## src/rtl/core_output_ctrl.sv

```systemverilog
// Result-edge collector: one FIFO per array column, rows released
// only once every lane holds a word, handed off over valid/ready.
module core_output_ctrl #(
   parameter int LANES = 8,
   parameter int DW    = 16,
   parameter int DEPTH = 8
) (
   input  logic             clk,
   input  logic             rst,
   input  logic             flush,
   input  logic [DW-1:0]    res_in    [0:LANES-1],
   input  logic [0:LANES-1] res_valid,
   output logic [DW-1:0]    out_row   [0:LANES-1],
   output logic             out_valid,
   input  logic             out_ready,
   output logic [LANES-1:0] emptys,
   output logic [LANES-1:0] fulls,
   output logic             overflow,
   output logic [15:0]      rows_out
);

   localparam int AW = $clog2(DEPTH);
   localparam int CW = AW + 1;
   localparam logic [CW-1:0] FULL_CNT = CW'(DEPTH);

   logic [AW-1:0] wp_q  [LANES];
   logic [AW-1:0] wp_d  [LANES];
   logic [AW-1:0] rp_q  [LANES];
   logic [AW-1:0] rp_d  [LANES];
   logic [CW-1:0] cnt_q [LANES];
   logic [CW-1:0] cnt_d [LANES];
   logic [DW-1:0] mem_q [LANES][DEPTH];
   logic [DW-1:0] row_q [LANES];
   logic [DW-1:0] row_d [LANES];

   logic             vld_q, vld_d;
   logic             ovf_q, ovf_d;
   logic [15:0]      rows_q, rows_d;
   logic [LANES-1:0] push;
   logic [LANES-1:0] nonempty;
   logic             row_avail;
   logic             load;
   logic             hs;

   always_comb begin
      for (int k = 0; k < LANES; k++) begin
         nonempty[k] = (cnt_q[k] != '0);
         emptys[k]   = (cnt_q[k] == '0);
         fulls[k]    = (cnt_q[k] == FULL_CNT);
      end
      row_avail = &nonempty;
      load      = row_avail && (!vld_q || out_ready);
      hs        = vld_q && out_ready;

      vld_d  = vld_q;
      ovf_d  = ovf_q;
      rows_d = rows_q;
      if (hs) rows_d = rows_q + 16'd1;
      if (load) vld_d = 1'b1;
      else if (hs) vld_d = 1'b0;

      for (int k = 0; k < LANES; k++) begin
         // a full lane still takes a word when the row pop frees a slot
         push[k] = res_valid[k] && ((cnt_q[k] != FULL_CNT) || load);
         if (res_valid[k] && !push[k]) ovf_d = 1'b1;
         wp_d[k]  = push[k] ? wp_q[k] + AW'(1) : wp_q[k];
         rp_d[k]  = load ? rp_q[k] + AW'(1) : rp_q[k];
         row_d[k] = load ? mem_q[k][rp_q[k]] : row_q[k];
         cnt_d[k] = cnt_q[k] + CW'(push[k]) - CW'(load);
      end

      if (flush) begin
         vld_d  = 1'b0;
         ovf_d  = ovf_q;
         rows_d = rows_q;
         push   = '0;
         for (int k = 0; k < LANES; k++) begin
            wp_d[k]  = '0;
            rp_d[k]  = '0;
            cnt_d[k] = '0;
            row_d[k] = row_q[k];
         end
      end
   end

   always_ff @(posedge clk) begin
      if (rst) begin
         vld_q  <= 1'b0;
         ovf_q  <= 1'b0;
         rows_q <= '0;
         for (int k = 0; k < LANES; k++) begin
            wp_q[k]  <= '0;
            rp_q[k]  <= '0;
            cnt_q[k] <= '0;
            row_q[k] <= '0;
         end
      end else begin
         vld_q  <= vld_d;
         ovf_q  <= ovf_d;
         rows_q <= rows_d;
         for (int k = 0; k < LANES; k++) begin
            wp_q[k]  <= wp_d[k];
            rp_q[k]  <= rp_d[k];
            cnt_q[k] <= cnt_d[k];
            row_q[k] <= row_d[k];
         end
      end
   end

   always_ff @(posedge clk) begin
      for (int k = 0; k < LANES; k++) begin
         if (push[k] && !rst) mem_q[k][wp_q[k]] <= res_in[k];
      end
   end

   assign out_valid = vld_q;
   assign overflow  = ovf_q;
   assign rows_out  = rows_q;

   always_comb begin
      for (int k = 0; k < LANES; k++) out_row[k] = row_q[k];
   end

endmodule

```

## config.mk

```make
export PLATFORM = sky130hd
export DESIGN_NAME = core_output_ctrl
export DESIGN_NICKNAME = d
export VERILOG_FILES = /design/src/rtl/core_output_ctrl.sv
export SDC_FILE = /design/constraint.sdc
export NUM_CORES = 1
export LEC_CHECK = 0
export ABC_AREA = 1
export CAP_MARGIN = 20
export CORE_ASPECT_RATIO = 0.5
export CORE_UTILIZATION = 30
export CTS_CLUSTER_SIZE = 20
export DETAILED_ROUTE_END_ITERATION = 10
export PLACE_DENSITY = 0.54
export SLEW_MARGIN = 0
export SYNTH_ARGS = -nofsm -noshare
export SYNTH_HDL_FRONTEND = slang
export SYNTH_SLANG_ARGS = --single-unit
```

## constraint.sdc

```tcl
create_clock -name clk -period 8.05 [get_ports clk]
set_clock_uncertainty 0.05 [all_clocks]
set_input_delay 1.61 -clock clk [delete_from_list [all_inputs] [get_ports clk]]
set_output_delay 1.61 -clock clk [all_outputs]
set_load 0.02 [all_outputs]
```

==> run summary <==
The post-synthesis sequential area ratio came out at 72.5%. In the detailed route, the total length drawn on met3 is 4810 um. The arrival time at the worst endpoint is 2.82 ns.

TritonCTS built the clock tree. The highest cell delay on the worst timing path came out at 0.83 ns. The final layout contains 4552 nets. The source of the worst register-to-register timing path is cnt_q[0][6]$_SDFF_PP0_.

The cell count after synthesis came out at 4065. The number of hold violations in the final report is 0. The number of input and output port buffers inserted is 301. In this run, post-CTS repair resized a total of 0 instances.

Setup repair after global routing left no endpoint under its margin. The worst setup path is launched from a flop. The clock-pin slew of the registers on the worst-case setup and hold paths is 0.06 ns. The via count came out at 31600. The area of the die is 164000 sq um. The synthesis warning total came out at 0. The number of H-tree levels came out at 3. The worst slew margin relative to its limit is 29.9%. Before antenna repair, the detailed router went through 5 iterations. The global-route wire length before repair came out at 189000 um. The power per unit of standard cell area came out at 224 nW/um^2.

The critical path's top delay family is buffers and inverters. The maximum buffer depth of the clock tree came out at 3. The global placer's final weighted congestion is 0.781.

For this block, wires on met1 add up to 53000 um. In the detailed route, the total length drawn on met2 is 63000 um. The clock reaches the later pin of the worst-skew pair after 0.73 ns.

Entering global routing, the biggest net connects 177 pins. In this run the static leakage power is 19.5 nW. Cells fill 36.1% of the core in the end. The total wire length came out at 124000 um. The post-layout minimum cycle time came out at 4.48 ns. The most critical setup path has its startpoint at cnt_q[0][2]$_SDFF_PP0_. The placed instance area is 54100 sq um.

For this configuration, the core starts out at a cell density of 30.2%. The number of slew-limit violations in the final report was 0. The required time of the critical path is 6.39 ns. The category of the critical setup timing path is reg -> out.

The final setup violation count came out at 0. The number of antenna violations at the first check in global routing came out at 15. Traced cell by cell, the critical path runs through inv_1 -> ha_1 -> nor3b_1 -> clkdlybuf4s50_1.

The flow ran to the end, and the final reports show no timing, DRC or antenna violations. For the pin with the worst max-slew slack, the measured transition is 1.04 ns. The post-detailed-placement half-perimeter wirelength is 75900 um. The path class of the tightest hold or removal check is reg -> reg. The post-layout instance area came out at 58200 sq um. The number of hold buffers added after CTS is 0. The slowest stage of the critical path belongs to the cell sky130_fd_sc_hd__clkdlybuf4s50_1. The post-detailed-route count of antenna-violating nets is 0.

STA classifies the critical path endpoint as a primary output. In the final routed layout, each cell accounts on average for 18.7 um. The start point of the worst hold path is overflow$_SDFFE_PP0P_.

In this run, placement finished with an instance count of 6389. In the global route stage, overall resource usage came out at 14.8%. The number of non-filler instances in the completed layout is 6628. The highest layer used for signal routing is met5. The number of clock buffers inserted by TritonCTS came out at 120. After floorplanning, the core was divided into 104 placement rows. The die extent in y is 287 um.

The fmax came out at 223 MHz. The die width came out at 572 um. From synthesis to final layout, the design area changed by 19.5%. VDD sags by at most 198 uV. The final worst-path setup slack is 3.57 ns. The post-route clock period utilization is 55.6%. Of all nets on the critical path, the largest fanout is 3. The tree is rooted in a sky130_fd_sc_hd__clkbuf_16.

The vias per cell is 4.77. The post-synth design cell area is 48700 sq um. The post-synthesis average cell area came out at 12.0 sq um. The reported max-cap violation count is 0. The violation count after the first detailed-routing iteration came out at 1938. After clock tree synthesis, the setup repair step added 0 buffers. The core area is 161000 sq um. At the placement stage, the worst setup path has a slack of 2.98 ns.

The register bit count reported by yosys is 1250. The net count after synthesis came out at 4278. After detailed routing, the number of remaining DRC violations is 0. The I/O pin count came out at 302. The post-route netlist has 7.31% of its cells at a drive strength greater than 1. The distinct cell type count after synthesis came out at 33. The via count of the first global-routing pass came out at 31800. The number of buffers and inverters on the critical path is 2.

The setup total negative slack is 0 ns. The global-route congestion overflow total came out at 0. The filler cells instantiated in the layout total 15500. CTS saw 1250 sinks.
## worst paths after layout
| check | to | slack [ns] | cells after the start |
|---|---|---|---|
| worst min-delay path | overflow$_SDFFE_PP0P_ | 0.42 | 2 |
| worst min register to register | overflow$_SDFFE_PP0P_ | 0.42 | 2 |
| worst max register to register | cnt_q[0][6]$_SDFF_PP0_ | 4.07 | 13 |
| worst max-delay path | fulls[0] | 3.57 | 4 |
## cells in the final DEF (no fill, tap or decap), types with 39 or more instances in the layout
cell type / instances
sky130_fd_sc_hd__buf_4: 89
sky130_fd_sc_hd__clkbuf_16: 120
sky130_fd_sc_hd__a21oi_1: 189
sky130_fd_sc_hd__o22ai_1: 128
sky130_fd_sc_hd__edfxtp_1: 1024
sky130_fd_sc_hd__o21ai_1: 113
sky130_fd_sc_hd__o21ai_0: 574
sky130_fd_sc_hd__nand3_1: 39
sky130_fd_sc_hd__ha_1: 65
sky130_fd_sc_hd__a31oi_1: 129
sky130_fd_sc_hd__dfxtp_1: 217
sky130_fd_sc_hd__nor2_1: 637
sky130_fd_sc_hd__inv_1: 114
sky130_fd_sc_hd__clkdlybuf4s50_1: 301
sky130_fd_sc_hd__nand2_1: 504
## cell usage after synthesis (all sizes together)
cell type / number / area [sq um]
nor3: 7 / 35.0
clkinv: 2 / 7.51
nor3b: 8 / 60.1
nor2: 644 / 2430
a211oi: 6 / 45.0
dfxtp: 226 / 4520
nand3: 45 / 255
nand4: 1 / 6.26
ha: 65 / 813
nand3b: 1 / 20.0
a21oi: 189 / 946
o21a: 1 / 7.51
edfxtp: 1024 / 30700
inv: 136 / 510
o22ai: 128 / 801
a31oi: 129 / 807
a21o: 3 / 22.5
xnor2: 3 / 26.3
clkbuf: 164 / 616
buf: 78 / 462
fa: 8 / 160
or2: 1 / 6.26
xor2: 5 / 43.8
o21ai: 687 / 3440
nand2: 504 / 1890
## worst reg2reg max path: cells and delay by family, from the launching register on
family | cells | cell delay [ns]
adder cells (fa/ha/maj) | 4 | 1.49
buffers and inverters | 3 | 1.02
AND/OR/NAND/NOR | 5 | 0.82
flip-flops | 1 | 0.30
XOR/XNOR | 1 | 0.17
## area by class of cell
| type | instances | area [sq um] | area share (%) |
|---|---|---|---|
| Antenna cell | 8 | 20.0 | 0.0344 |
| Clock buffer | 172 | 3430 | 5.90 |
| Clock inverter | 58 | 589 | 1.01 |
| Inverter | 138 | 520 | 0.895 |
| Multi-Input combinational cell | 2435 | 11800 | 20.3 |
| Sequential cell | 1250 | 35300 | 60.7 |
| Tap cell | 2173 | 2720 | 4.68 |
| Timing Repair Buffer | 394 | 3760 | 6.47 |
## logic make-up (layout without fill, tap and decap cells)
| group | after synthesis | after routing | share of synthesized area [%] |
|---|---|---|---|
| DFF | 1250 | 1250 | 72.5 |
| and+or+nand+nor | 1211 | 1211 | 9.66 |
| AOI/OAI and AO/OA | 1143 | 1143 | 12.5 |
| buffers and inverters | 380 | 762 | 3.28 |
| adders and majority gates | 73 | 73 | 2.00 |
| xor gates and xnor gates | 8 | 8 | 0.144 |
| other | 0 | 8 | 0 |
## state kept, by name (all words and copies together) (netlist names)
| signal | cells |
|---|---|
| mem_q | 1024 |
| cnt_q | 32 |
| row_q | 128 |
| overflow | 1 |
| out_valid | 1 |
| wp_q | 24 |
| rp_q | 24 |
| rows_out | 16 |
## metrics by stage
stage	total power, mW	hold WS [ns]
floorplan	7.28	0.420
global placement	7.48	0.420
detailed placement	7.49	0.419
CTS	13.2	0.431
global route	13.4	0.466
finish	13.0	0.423
## per-layer routing
layer,vias up,track usage (%)
met3,205,2.40
li1,15100,-
met2,557,26.5
met4,12,4.75
met1,15700,18.3
met5,-,0
## power by group
| group | internal, mW | total, mW | switching, mW |
|---|---|---|---|
| clock | 3.23 | 5.69 | 2.46 |
| combinational | 0.111 | 0.306 | 0.195 |
| sequential | 7.03 | 7.04 | 0.0145 |
| total | 10.4 | 13.0 | 2.67 |
Note: power is estimated with default switching activity, not from simulation.
